$ cat src/rtl/conv_tile_sequencer_if.sv
// Valid/ready word stream used on both sides of the tile sequencer.
//   valid : word present (master -> slave)
//   ready : slave can take the word (slave -> master)
//   data  : DATA_W-bit payload
//   last  : marks the final word of a burst
interface conv_tile_sequencer_if #(
  parameter int DATA_W = 16
);
  logic              valid;
  logic              ready;
  logic [DATA_W-1:0] data;
  logic              last;

  modport master(output valid, output data, output last, input ready);
  modport slave (input valid, input data, input last, output ready);
endinterface

$ cat src/rtl/conv_tile_sequencer.sv
// Stream front/back end for the 3x3 PE array tile.
// Packs 9 filter words then 25 ifmap words from the input stream into flat
// buses, pulses arr_load, holds arr_en for the compute window, snapshots the
// 9-word result bus and drains it on the output stream.
// Ports:
//   clk, rst_n    : clock, async active-low reset
//   flush         : synchronous abort back to filter loading
//   s (slave)     : input word stream (s.last is not used)
//   m (master)    : result word stream, m.last on result word 8
//   filter_flat   : 9 packed filter words, word k at [k*DATA_W +: DATA_W]
//   ifmap_flat    : 25 packed ifmap words
//   arr_load/en   : array load and enable controls
//   sum_flat      : array result bus (9 words)
//   busy          : high while loading the array, running or draining
module conv_tile_sequencer #(
  parameter int DATA_W      = 16,
  parameter int LOAD_CYCLES = 2,
  parameter int RUN_CYCLES  = 8
) (
  input  logic                    clk,
  input  logic                    rst_n,
  input  logic                    flush,
  conv_tile_sequencer_if.slave    s,
  conv_tile_sequencer_if.master   m,
  output logic [9*DATA_W-1:0]     filter_flat,
  output logic [25*DATA_W-1:0]    ifmap_flat,
  output logic                    arr_load,
  output logic                    arr_en,
  input  logic [9*DATA_W-1:0]     sum_flat,
  output logic                    busy
);
  localparam int MAXC = (LOAD_CYCLES > RUN_CYCLES) ? LOAD_CYCLES : RUN_CYCLES;
  localparam int PH_W = (MAXC > 1) ? $clog2(MAXC) : 1;
  localparam logic [PH_W-1:0] PH_LD_END  = PH_W'(LOAD_CYCLES - 1);
  localparam logic [PH_W-1:0] PH_RUN_END = PH_W'(RUN_CYCLES - 1);

  typedef enum logic [2:0] {LOAD_F, LOAD_I, ARR_LOAD, RUN, DRAIN} state_t;

  state_t                     state, state_nx;
  logic [3:0]                 f_cnt;
  logic [4:0]                 i_cnt;
  logic [PH_W-1:0]            ph;
  logic [3:0]                 idx;
  logic                       out_en;
  logic [8:0][DATA_W-1:0]     filt_q, snap_q;
  logic [24:0][DATA_W-1:0]    ifm_q;
  logic                       acc_in, acc_out, ld_end, run_end;

  // flush wins over any handshake in the same cycle
  assign acc_in  = s.valid && s.ready && !flush;
  assign acc_out = m.valid && m.ready && !flush;
  assign ld_end  = (state == ARR_LOAD) && (ph == PH_LD_END);
  assign run_end = (state == RUN) && (ph == PH_RUN_END);

  always_ff @(posedge clk or negedge rst_n)
    if (!rst_n) state <= LOAD_F;
    else        state <= state_nx;

  always_comb begin
    state_nx = state;
    if (flush) state_nx = LOAD_F;
    else begin
      case (state)
        LOAD_F:   if (acc_in && f_cnt == 4'd8)  state_nx = LOAD_I;
        LOAD_I:   if (acc_in && i_cnt == 5'd24) state_nx = ARR_LOAD;
        ARR_LOAD: if (ld_end)                   state_nx = RUN;
        RUN:      if (run_end)                  state_nx = DRAIN;
        DRAIN:    if (acc_out && idx == 4'd8)   state_nx = LOAD_F;
        default:                                state_nx = LOAD_F;
      endcase
    end
  end

  // counters: each wraps to 0 exactly when its state is left
  always_ff @(posedge clk or negedge rst_n) begin
    if (!rst_n) begin
      f_cnt <= '0; i_cnt <= '0; ph <= '0; idx <= '0;
    end else if (flush) begin
      f_cnt <= '0; i_cnt <= '0; ph <= '0; idx <= '0;
    end else begin
      case (state)
        LOAD_F:   if (acc_in)  f_cnt <= (f_cnt == 4'd8)  ? 4'd0 : f_cnt + 4'd1;
        LOAD_I:   if (acc_in)  i_cnt <= (i_cnt == 5'd24) ? 5'd0 : i_cnt + 5'd1;
        ARR_LOAD:              ph    <= ld_end  ? '0 : ph + 1'b1;
        RUN:                   ph    <= run_end ? '0 : ph + 1'b1;
        DRAIN:    if (acc_out) idx   <= (idx == 4'd8)    ? 4'd0 : idx + 4'd1;
        default: ;
      endcase
    end
  end

  // word stores; flush leaves previously loaded words in place
  always_ff @(posedge clk or negedge rst_n) begin
    if (!rst_n) begin
      filt_q <= '0;
      ifm_q  <= '0;
      snap_q <= '0;
    end else begin
      if (acc_in && state == LOAD_F) filt_q[f_cnt] <= s.data;
      if (acc_in && state == LOAD_I) ifm_q[i_cnt]  <= s.data;
      if (run_end && !flush)         snap_q        <= sum_flat;
    end
  end

  // keeps s.ready low while reset is held, high from the first edge after
  always_ff @(posedge clk or negedge rst_n)
    if (!rst_n) out_en <= 1'b0;
    else        out_en <= 1'b1;

  assign s.ready     = out_en && (state == LOAD_F || state == LOAD_I);
  assign arr_load    = (state == ARR_LOAD);
  assign arr_en      = (state == RUN);
  assign busy        = (state == ARR_LOAD) || (state == RUN) || (state == DRAIN);
  assign m.valid     = (state == DRAIN);
  assign m.data      = (state == DRAIN) ? snap_q[idx] : '0;
  assign m.last      = (state == DRAIN) && (idx == 4'd8);
  assign filter_flat = filt_q;
  assign ifmap_flat  = ifm_q;
endmodule

$ cat src/flat_wrapper.sv
// flat-port wrapper written by rule: the top's interface ports become plain ports
module conv_tile_sequencer_flat 
#(
  parameter int DATA_W      = 16,
  parameter int LOAD_CYCLES = 2,
  parameter int RUN_CYCLES  = 8
)
  (clk, rst_n, flush, filter_flat, ifmap_flat, arr_load, arr_en, sum_flat, busy, s_valid, s_data, s_last, s_ready, m_valid, m_data, m_last, m_ready);
  conv_tile_sequencer_if #(.DATA_W(DATA_W)) s_i ();
  conv_tile_sequencer_if #(.DATA_W(DATA_W)) m_i ();
  input  logic clk;
  input  logic rst_n;
  input  logic flush;
  output logic [9*DATA_W-1:0] filter_flat;
  output logic [25*DATA_W-1:0] ifmap_flat;
  output logic arr_load;
  output logic arr_en;
  input  logic [9*DATA_W-1:0] sum_flat;
  output logic busy;
  input wire logic [$bits(s_i.valid)-1:0] s_valid;
  input wire logic [$bits(s_i.data)-1:0] s_data;
  input wire logic [$bits(s_i.last)-1:0] s_last;
  output wire logic [$bits(s_i.ready)-1:0] s_ready;
  output wire logic [$bits(m_i.valid)-1:0] m_valid;
  output wire logic [$bits(m_i.data)-1:0] m_data;
  output wire logic [$bits(m_i.last)-1:0] m_last;
  input wire logic [$bits(m_i.ready)-1:0] m_ready;
  assign s_i.valid = s_valid;
  assign s_i.data = s_data;
  assign s_i.last = s_last;
  assign s_ready = s_i.ready;
  assign m_valid = m_i.valid;
  assign m_data = m_i.data;
  assign m_last = m_i.last;
  assign m_i.ready = m_ready;
  conv_tile_sequencer #(.DATA_W(DATA_W), .LOAD_CYCLES(LOAD_CYCLES), .RUN_CYCLES(RUN_CYCLES)) u_core (.clk(clk), .rst_n(rst_n), .flush(flush), .s(s_i), .m(m_i), .filter_flat(filter_flat), .ifmap_flat(ifmap_flat), .arr_load(arr_load), .arr_en(arr_en), .sum_flat(sum_flat), .busy(busy));
endmodule
$ cat config.mk
export PLATFORM = sky130hd
export DESIGN_NAME = conv_tile_sequencer_flat
export DESIGN_NICKNAME = d
export VERILOG_FILES = /design/src/rtl/conv_tile_sequencer_if.sv /design/src/rtl/conv_tile_sequencer.sv /design/src/flat_wrapper.sv
export SDC_FILE = /design/constraint.sdc
export NUM_CORES = 1
export LEC_CHECK = 0
export ABC_AREA = 1
export CELL_PAD_IN_SITES_DETAIL_PLACEMENT = 1
export CELL_PAD_IN_SITES_GLOBAL_PLACEMENT = 1
export CORE_AREA = 3 3 287 289
export CTS_BUF_LIST = sky130_fd_sc_hd__clkbuf_8
export CTS_CLUSTER_DIAMETER = 50
export DETAILED_ROUTE_END_ITERATION = 16
export DIE_AREA = 0 0 290 292
export DONT_BUFFER_PORTS = 1
export PLACE_DENSITY_LB_ADDON = 0.1
export SLEW_MARGIN = 20
export SYNTH_ARGS = -nofsm -noshare
export SYNTH_HDL_FRONTEND = slang
export SYNTH_SLANG_ARGS = --single-unit
$ cat constraint.sdc
create_clock -name clk -period 2.19 [get_ports clk]
set_input_delay 0.219 -clock clk [delete_from_list [all_inputs] [get_ports clk]]
set_output_delay 0.219 -clock clk [all_outputs]
set_load 0.01 [all_outputs]
# == Word level (Yosys, flattened, before mapping) ==
# Index checks and enable logic that the tools add are counted.
# totals
reg_bits,708
out_inout_bits,566
in_bits,166
# classes
magnitude_cmp,5
n_reduce_logical,31
n_eq_ne,14
n_mux,32
n_addsub,4
# ops
operator,count
bitwise mux 400 bit,1
bitwise mux 144 bit,1
demux 16 bit (select 5 bit),1
binary-select mux 16 bit (select 4 bit),1
demux 16 bit (select 4 bit),1
two-way mux 16 bit,4
two-way mux 4 bit,8
two-way mux 3 bit,9
two-way mux 5 bit,4
logical AND 1 bit,16
case mux 3 bit (5 select lines),1
inequality test 3 x 2 -> 1 bit (second input constant),4
< comparator 4 x 5 -> 1 bit (second input constant),2
nonzero test 2 bit,5
adder 4 x 1 -> 4 bit (second input constant),2
equality test 4 bit (second input constant),2
equality test 3 x 1 -> 1 bit (second input constant),2
equality test 3 x 2 -> 1 bit (second input constant),2
equality test 3 bit (second input constant),2
< comparator 5 x 6 -> 1 bit (second input constant),1
case mux 3 bit (2 select lines),1
AND reduction 2 bit,3
adder 5 x 1 -> 5 bit (second input constant),1
equality test 5 bit (second input constant),1
9 further kinds,11

# == Longest topological paths before layout ==
# Gate-level depths: netlist (run 1).
# logic_depth
ltp_word,9
ltp_mapped,10
mapped_depth_nobuf,10

# == Worst setup path before layout (run 1) ==
# No wires, ideal clock.
# synth_timing
path_type,reg2out
startpoint,register u_core.idx[0]
endpoint,output port m_data[10]
setup_slack_ns,0.415
path_buffers,3
stages_incl_launch_ff,8
t_required_ns,1.971
arrival_ns,1.556
cell_sequence,dfrtp_1 buf_2 clkbuf_1 clkbuf_1 o211ai_1 nand3_1 nand3_1 a21oi_1
# synth_between
elab_chain_cells,3
# synth_lines
item,line,rtl
"start, declared",conv_tile_sequencer.sv:43,logic [3:0] idx;
"start signal, assigned",conv_tile_sequencer.sv:86,DRAIN: if (acc_out) idx <= (idx == 4'd8) ? 4'd0 : idx + 4'd1;
binary-select mux 16 bit (select 4 bit),conv_tile_sequencer.sv:115,assign m.data = (state == DRAIN) ? snap_q[idx] : '0;
two-way mux 16 bit (not written as such),conv_tile_sequencer.sv:115,
two-way mux 16 bit,conv_tile_sequencer.sv:115,
"end, declared",flat_wrapper.sv:25,output wire logic [$bits(m_i.data)-1:0] m_data;
# Every way passes these cells. The select of a mux whose other input is x is not followed.

# == Worst setup path after layout (run 1) ==
# layout_timing
startpoint,register u_core.idx[0]
endpoint,output port m_data[0]
# The elaborated chain is that of the path after synthesis.

==> flow_summary.toml, run 1 <==
[status]
status = "finished with violations"
violations = "negative hold slack, negative setup slack"

[placement]
place_ws_ns = 0.128
placed_area_um2 = 28800
hpwl_um = 73400
port_buffers = 0
gp_congestion = 0.839

[routing]
ant_nets = 0
vias = 21900
drtPass1Iterations = 5
avgRoutedWirePerCell_um = 25.7
drtIter0Drc = 1194
remaining_drc_errors = 0
vias_per_cell = 5.08
drt_wl_total_um = 111000

[critical_path]
worst_ep_arrival_time_ns = 2.47
critPathKind = "register to primary output"
rrSetupSlack_ns = 0.12
crit_fanout = 23
cp.required_ns = 1.97
start_kind = "register"
cp-end-kind = "primary output"

[timing]
slew_headroom_pct = 23.1
min_period_ns = 2.69
slew_violations = 0
fin_crit_sh_pct = 123
setup_viol = 17
max_freq_ghz = 0.371
setup_slack_ns = -0.502
hold_violations = 168
worst_pin_slew_ns = 1.15
whs_ns = -0.854
finClkSkew_ns = 0.0580
grt_setup_unrepaired = "yes"

[global_route]
antenna_found_initial = 15
grt_usage_pct = 25.2
grt_first_pass_wirelength_um = 159000
grt_max_degree = 709
gr-total-overflow = 0
first_global_vias = 23000

[power_and_ir_drop]
ir_drop_mv = 0.514
p_total_mw = 29.3
p_per_area_nw_per_um2 = 859
leakage_nw = 15.9

[clocking]
clkTransAtPathRegs_ns = 0.05
cts_tree = "built"
cts_made_buffers = 133
htreeDepth = 4
cts_buffer_depth = 3
clock-root-buffer = "clkbuf_8"
hold_buffers = 176
clk_latency_ns = 0.79
clkSinkCount = 708

[logic_synthesis]
synth-seq-cells = 708
netlist_instances = 2899
synth_area_um2 = 27500
synth_area_per_cell_um2 = 9.47
yosysSeqAreaShare_pct = 64.5
synth.distinct_cells = 34
syn-num-nets = 3078
ys_warn_count = 0

[floorplan]
io_pins = 732
die-area_um2 = 84700
dieWidth_um = 290
die_h_um = 292
coreArea_um2 = 80200
core.rowCount = 104
start_util_pct = 34.3

[final_layout]
areaGrowthSynthToFinish_pct = 24.2
fin_nets = 3315
drive_above_1_share_pct = 13.2
final_cell_area_um2 = 34100

[worst_hold_path]
hp-class = "input port to asynchronous set/reset pin"

[job]
cap_violations = 0
layer usage:
metal	vias to the layer above	global-route usage, %	routed length, um
li1	9828	-	-
met2	747	41.9	53900
met1	11100	29.7	42800
met4	2	9.65	4190
met3	220	9.71	9750
met5	-	0	13
Yosys cell counts:
master / count / area (um^2)
nand2_1: 948 / 3560
dfrtp_1: 708 / 17700
o21ai_0: 587 / 2940
inv_1: 156 / 586
clkbuf_1: 147 / 552
nand3_1: 80 / 400
o21ai_1: 62 / 310
buf_2: 51 / 255
a21oi_1: 32 / 160
o211ai_1: 32 / 240
ha_1: 13 / 163
nor2_1: 12 / 45.0
nand3_2: 8 / 80.1
buf_4: 7 / 52.6
clkbuf_2: 7 / 35.0
o22ai_1: 7 / 43.8
nand4_1: 5 / 31.3
nor3_1: 5 / 25.0
clkinv_1: 4 / 15.0
nor2_2: 4 / 25.0
xor2_1: 4 / 35.0
inv_2: 3 / 11.3
nor2_4: 3 / 33.8
a31oi_1: 2 / 12.5
mux2i_1: 2 / 20.0
xnor2_1: 2 / 17.5
buf_1: 1 / 3.75
buf_6: 1 / 11.3
conb_1: 1 / 3.75
nand2_4: 1 / 11.3
nand3b_1: 1 / 7.51
nor2_8: 1 / 20.0
nor3_4: 1 / 16.3
nor4_4: 1 / 21.3
through the flow:
stage,TNS (ns),util (%),std cells
final,-6.21,42.6,4301
after global routing,-8.48,42.6,4301
after CTS,-7.03,41.7,4261
after detailed placement,0,36.0,3851
after global placement,0,36.0,3851
after floorplan,0,-,2899
cell type report:
type                            instances  area (um^2)
Antenna cell                           10         25.0
Clock buffer                          153         2110
Clock inverter                         77          482
Fill cell                            9004        46000
Inverter                              163          614
Multi-Input combinational cell       1814         8540
Sequential cell                       708        17700
Tap cell                             1060         1330
Timing Repair Buffer                  316         3290
timing repair:
item,CTS,global route
resized for setup,42,54
endpoints found under the setup margin,19,38
cloned,2,8
pin swaps,21,31
hold endpoints to repair,1172,168
buffers inserted,2,18
worst paths after layout:
path / start / end / cells after the start
max in group asynchronous: rst_n / u_core.filter_flat[138] / 3
max: u_core.idx[0] / m_data[0] / 8
min: rst_n / u_core.snap_q[82] / 0
min reg2reg: u_core.snap_q[10] / u_core.snap_q[10] / 2
min in group clk: sum_flat[82] / u_core.snap_q[82] / 3
max reg2reg: u_core.state[1] / u_core.snap_q[67] / 9
flip-flops by register name, indices dropped and copies added (netlist names):
| name | count |
|---|---|
| u_core.ifmap_flat | 400 |
| u_core.filter_flat | 144 |
| u_core.snap_q | 144 |
| u_core.i_cnt | 5 |
| u_core.f_cnt | 4 |
| u_core.idx | 4 |
| u_core.ph | 3 |
| u_core.state | 3 |
| u_core.out_en | 1 |
power breakdown:
part | switching (mW) | internal, mW | leakage (nW)
clock network | 5.93 | 6.70 | 1.51
logic | 1.30 | 0.711 | 4.98
registers | 0.886 | 13.8 | 9.44
total | 8.11 | 21.2 | 15.9
cells by family after synthesis:
group                    count (synthesis)  synth area share, %
buffers and inverters                  377                 5.54
adder cells (fa/ha/maj)                 13                0.592
flip-flops                             708                 64.5
other                                    1               0.0137
XOR/XNOR                                 6                0.191
AO/OA/AOI/OAI                          722                 13.5
multiplexers                             2               0.0729
AND/OR/NAND/NOR                       1070                 15.6
worst max-delay path: stages, from the launching register on:
cell,delay [ns]
dfrtp_4,0.52
buf_12,0.19
buf_16,0.17
a21oi_1,0.15
o21ai_1,0.11
nand3_1,0.12
nand3_2,0.13
a21oi_2,0.19
buf_4,0.16
cells in the final DEF, fill, tap and decap left out, drive strengths merged, types with 6 or more instances in the layout:
cell type      n
nand2        949
dfrtp        708
o21ai        649
inv          209
dlygate4sd3  176
clkbuf       161
buf          131
nand3         88
o211ai        32
a21oi         32
clkinv        28
nor2          20
ha            13
diode         10
o22ai          7
nor3           6
Power figures use the tool's default switching activity.
==> inputs of run 2 (changes only) <==
- CTS_CLUSTER_DIAMETER: 50 -> 60
==> run 2 against run 1 <==
  * The flow still finishes with violations (negative hold slack, negative setup slack)
  * Clock-buffer cell count is 2 lower
  * Flip-flop and latch count stayed put
  * Clock skew is 0.0016 ns lower
  * First-iteration DRC count is 7.5% higher
  * Hold slack hardly changed
  * Power is 0.19% higher
  * Core utilization is 0.14 points lower
  * Critical path depth is 1 lower
  * Non-clock buffer count is 7 lower
==> flow_summary.toml, run 2 (synthesis gave the netlist of run 1 again) <==
[status]
status = "finished with violations"
violations = "negative hold slack, negative setup slack"

[timing]
slew_violations = 0
fin_crit_sh_pct = 119
worst_pin_slew_ns = 1.21
grt_setup_unrepaired = "yes"
hold_violations = 220
setup_slack_ns = -0.406
setup_viol = 16
max_freq_ghz = 0.385
min_period_ns = 2.60
whs_ns = -0.854
finClkSkew_ns = 0.0564
slew_headroom_pct = 19.5

[floorplan]
die_h_um = 292
die-area_um2 = 84700
io_pins = 732
start_util_pct = 34.3
core.rowCount = 104
coreArea_um2 = 80200
dieWidth_um = 290

[routing]
drtIter0Drc = 1284
vias_per_cell = 5.08
avgRoutedWirePerCell_um = 25.8
drtPass1Iterations = 5
remaining_drc_errors = 0
vias = 21800
ant_nets = 0
drt_wl_total_um = 111000

[job]
cap_violations = 0

[global_route]
grt_usage_pct = 25.2
grt_first_pass_wirelength_um = 159000
first_global_vias = 23000
grt_use_met1_pct = 29.5
use_met2_pct = 42.1
grt.busiest_layer = "met2"
grt_max_degree = 709
antenna_found_initial = 14
grt_util_met3_pct = 9.88
gr-total-overflow = 0

[critical_path]
worst_ep_arrival_time_ns = 2.38
start_kind = "register"
cp.required_ns = 1.97
critPathKind = "register to primary output"
cp-end-kind = "primary output"
crit_fanout = 23

[power_and_ir_drop]
p_per_area_nw_per_um2 = 864
switchingPower_mw = 8.12
power.share.combinational_pct = 6.8
ir_drop_mv = 0.514
sw_frac_of_total_pct = 27.7
seq_power_share_pct = 49.9
p_int_mw = 21.2
p_clk_share_pct = 43.2
p_total_mw = 29.4
leakage_nw = 15.9

[clocking]
cts_made_buffers = 133
clk_latency_ns = 0.79
hold_buffers = 171
htreeDepth = 4
clkTransAtPathRegs_ns = 0.05
clkSinkCount = 708
cts_tree = "built"
cts_buffer_depth = 3
clock-root-buffer = "clkbuf_8"

[final_layout]
largest_reg_flops = 400
fin_nets = 3308
areaGrowthSynthToFinish_pct = 23.8
drive_above_1_share_pct = 13.0
final_cell_area_um2 = 34000
post-route-util_pct = 42.4
final_cell_mix = "nand2_1, dfrtp_1, o21ai_0"
layout_commonest_cell = "nand2_1"

[placement]
placed_area_um2 = 28800
port_buffers = 0
place_ws_ns = 0.128
gp_congestion = 0.839
hpwl_um = 73400

[worst_hold_path]
hp-class = "input port to asynchronous set/reset pin"
==> run 2: repair_timing <==
action                     4_1_cts  5_1_grt
pin swaps                       20       31
resized for setup               40       44
setup buffers                    2       15
setup endpoints to repair       19       31
hold endpoints to repair      1176      220
gates cloned                     2        9
==> run 2: metal layers <==
| metal | share of wire (%) | wire length (um) |
|---|---|---|
| met5 | 0.012 | 13 |
| met4 | 3.8 | 4170 |
| met3 | 8.7 | 9580 |
| met2 | 49 | 53800 |
| met1 | 39 | 43000 |
==> run 2: layout make-up <==
class | count | area (um^2)
fillers | 8986 | 46200
flip-flops and latches | 708 | 17700
multi-input cells | 1814 | 8490
repair buffers | 309 | 3220
clock buffers | 151 | 2080
well taps | 1060 | 1330
inverters | 163 | 613
clock inverters | 79 | 517
diodes | 9 | 22.5
==> run 2: critical path, cell delays in order (launching register included) <==
cell and delay, ns:
dfrtp_4 0.53, clkbuf_16 0.19, buf_16 0.17, o211ai_1 0.27, nand3_1 0.15, nand3_1 0.11, a21oi_2 0.06, buf_4 0.14
==> run 2: final timing paths <==
path | from | to | depth (start not counted) | slack [ns]
max | u_core.idx[0] | m_data[1] | 7 | -0.41
min | rst_n | u_core.snap_q[82] | 0 | -0.85
max reg2reg | u_core.state[1] | u_core.snap_q[15] | 9 | 0.12
min reg2reg | u_core.snap_q[10] | u_core.snap_q[10] | 2 | 0.47
max in group asynchronous | rst_n | u_core.filter_flat[138] | 3 | 0.28
min in group clk | sum_flat[128] | u_core.snap_q[128] | 3 | 0.12
==> run 2: power groups by stage <==
stage               clock, mW  sequential (mW)  combinational, mW
floorplan                   0             14.6              0.881
global placement            0             14.9               1.30
detailed placement          0             14.9               1.37
CTS                      13.1             14.7               1.66
global route             13.8             14.7               2.28
finish                   12.7             14.7               2.00
==> run 2: per-stage QoR <==
step                      instances  setup TNS (ns)
after global placement         3851               0
after floorplan                2899               0
after CTS                      4256           -7.24
after global routing           4292           -8.51
final                          4293           -6.04
after detailed placement       3851               0
==> inputs of run 3 (changes only) <==
- CORE_AREA: 3 3 287 289 -> 10 10 278 280
- DIE_AREA: 0 0 290 292 -> 0 0 288 290
==> run 3 against run 2 <==
  * Highest routed layer unchanged
  * Non-clock buffer count fell by 20
  * Via count grew 0.82%
  * Core utilization is 5.2 points higher
  * Flip-flop and latch count stayed put
  * Routed wire length up 4.4%
  * The flow finishes with violations (negative setup slack)
  * Clock power is essentially flat
  * Fmax rose by 1.1%
  * Hold slack improved by 0.93 ns
  * Largest power group unchanged
==> flow_summary.toml, run 3 (synthesis gave the netlist of run 1 again) <==
[global_route]
grt_first_pass_wirelength_um = 165000
gr-total-overflow = 0
antenna_found_initial = 14
grt_usage_pct = 26.4
first_global_vias = 23500
grt_max_degree = 709

[timing]
finClkSkew_ns = 0.0439
setup_viol = 17
setup_slack_ns = -0.379
min_period_ns = 2.57
hold_violations = 0
slew_headroom_pct = 26.9
max_freq_ghz = 0.389
tns_ns = -5.05
fin_crit_sh_pct = 117
slew_violations = 0
grt_setup_unrepaired = "yes"
whs_ns = 0.0792
worst_pin_slew_ns = 1.09

[final_layout]
layout_commonest_cell = "nand2_1"
largest_reg_flops = 400
areaGrowthSynthToFinish_pct = 23.8
fin_cells = 4161
drive_above_1_share_pct = 12.5
final_cell_area_um2 = 34000
final_cell_mix = "nand2_1, dfrtp_1, o21ai_0"
fin_nets = 3275
final.fill_count = 7988

[critical_path]
worstReg2RegStart = "u_core.ph[0]"
critPathKind = "register to primary output"
cp.required_ns = 1.97
cp_common_cell = "nand3_1"
path_cells = "buf_12, buf_16, a21oi_1, o21ai_0, nand3_1, nand3_1, a21oi_2"
reg2regPathDepth = 10
reg2reg_to = "u_core.snap_q[70]"
slowest_stage = "dfrtp_4"
start_kind = "register"
max_stage_delay_ns = 0.49
cp-end-kind = "primary output"
crit_fanout = 16
worst_ep_arrival_time_ns = 2.35
rrSetupSlack_ns = 0.09

[floorplan]
core.rowCount = 98
dieWidth_um = 288
coreArea_um2 = 71400
die_h_um = 290
io_pins = 732
die-area_um2 = 83500
start_util_pct = 38.5

[routing]
drtPass1Iterations = 5
ant_nets = 0
vias_per_cell = 5.29
vias = 22000
drtIter0Drc = 1480
drt_wl_total_um = 115000
remaining_drc_errors = 0
avgRoutedWirePerCell_um = 27.8

[placement]
port_buffers = 0
gp_congestion = 0.814
hpwl_um = 74700
placed_area_um2 = 28500
dp_cells = 3716

[power_and_ir_drop]
switchingPower_mw = 8.02
sw_frac_of_total_pct = 27.1
p_total_mw = 29.6
p_clk_share_pct = 43.6
seq_power_share_pct = 49.8
power.share.combinational_pct = 6.6
ir_drop_mv = 0.550
leakage_nw = 15.8
p_per_area_nw_per_um2 = 870
p_int_mw = 21.5

[clocking]
clkSinkCount = 708
clkTransAtPathRegs_ns = 0.06
clk_latency_ns = 0.77
htreeDepth = 3
cts_made_buffers = 120
cts_tree = "built"
cts_buffer_depth = 3
clock-root-buffer = "clkbuf_8"

[worst_hold_path]
holdPathStages = 3
hp-class = "input port to register"
min_to = "u_core.filter_flat[98]"
min-delay-start = "s_data[2]"

[job]
cap_violations = 0

[status]
violations = "negative setup slack"
status = "finished with violations"
## run 3: cell type report
cell class,count,area (um^2),area share (%)
clock inverter,61,432,1.27
multi-input combinational,1814,8620,25.4
inverter,163,619,1.82
tap,950,1190,3.50
antenna,15,37.5,0.110
sequential,708,17700,52.2
timing repair buffer,289,3140,9.25
clock buffer,161,2220,6.52
## run 3: repair_timing
item / 4_1_cts / 5_1_grt
gates resized for setup: 85 / 36
endpoints found under the hold margin: 992 / 393
cloned: 5 / 9
setup buffers: 5 / 12
endpoints found under the setup margin: 18 / 115
hold buffers: 172 / 2
pin swaps: 29 / 22
## run 3: worst max-delay path, delay by kind of cell, from the launching register on
family | cells | cell delay (ns)
AOI/OAI and AO/OA | 3 | 0.56
buffers and inverters | 2 | 0.33
DFF | 1 | 0.49
and+or+nand+nor | 2 | 0.23
## run 3: worst max-delay path by stage
stage,slack (ns),to,cells past startpoint,start
6_report,-0.38,m_data[1],7,u_core.idx[0]
5_1_grt,-0.51,m_data[1],7,u_core.idx[0]
2_1_floorplan,0.41,m_data[10],7,u_core.idx[0]
3_3_place_gp,0.09,m_data[6],6,u_core.idx[1]
4_1_cts,-0.42,m_data[9],8,u_core.idx[0]
3_5_place_dp,0.05,u_core.ifmap_flat[353],9,u_core.state[2]
## run 3: per-layer routing
metal  global-route usage (%)  part of all wire [%]
met1                     29.3                    37
met3                     10.3                   9.6
met4                     9.70                   3.5
met2                     45.1                    50
met5                        0                 0.010
## run 3: power groups by stage
stage / sequential (mW) / combinational (mW) / clock [mW]
CTS: 14.7 / 1.66 / 13.1
finish: 14.7 / 1.96 / 12.9
global route: 14.8 / 2.22 / 13.8
detailed placement: 15.0 / 1.34 / 0
floorplan: 14.6 / 0.881 / 0
global placement: 15.0 / 1.27 / 0
## run 3: per-stage QoR
stage | worst slack, ns | utilization (%)
2_1_floorplan | 0.415 | -
3_3_place_gp | 0.0895 | 39.9
3_5_place_dp | 0.0537 | 39.9
4_1_cts | -0.417 | 46.9
5_1_grt | -0.511 | 47.6
6_report | -0.379 | 47.6
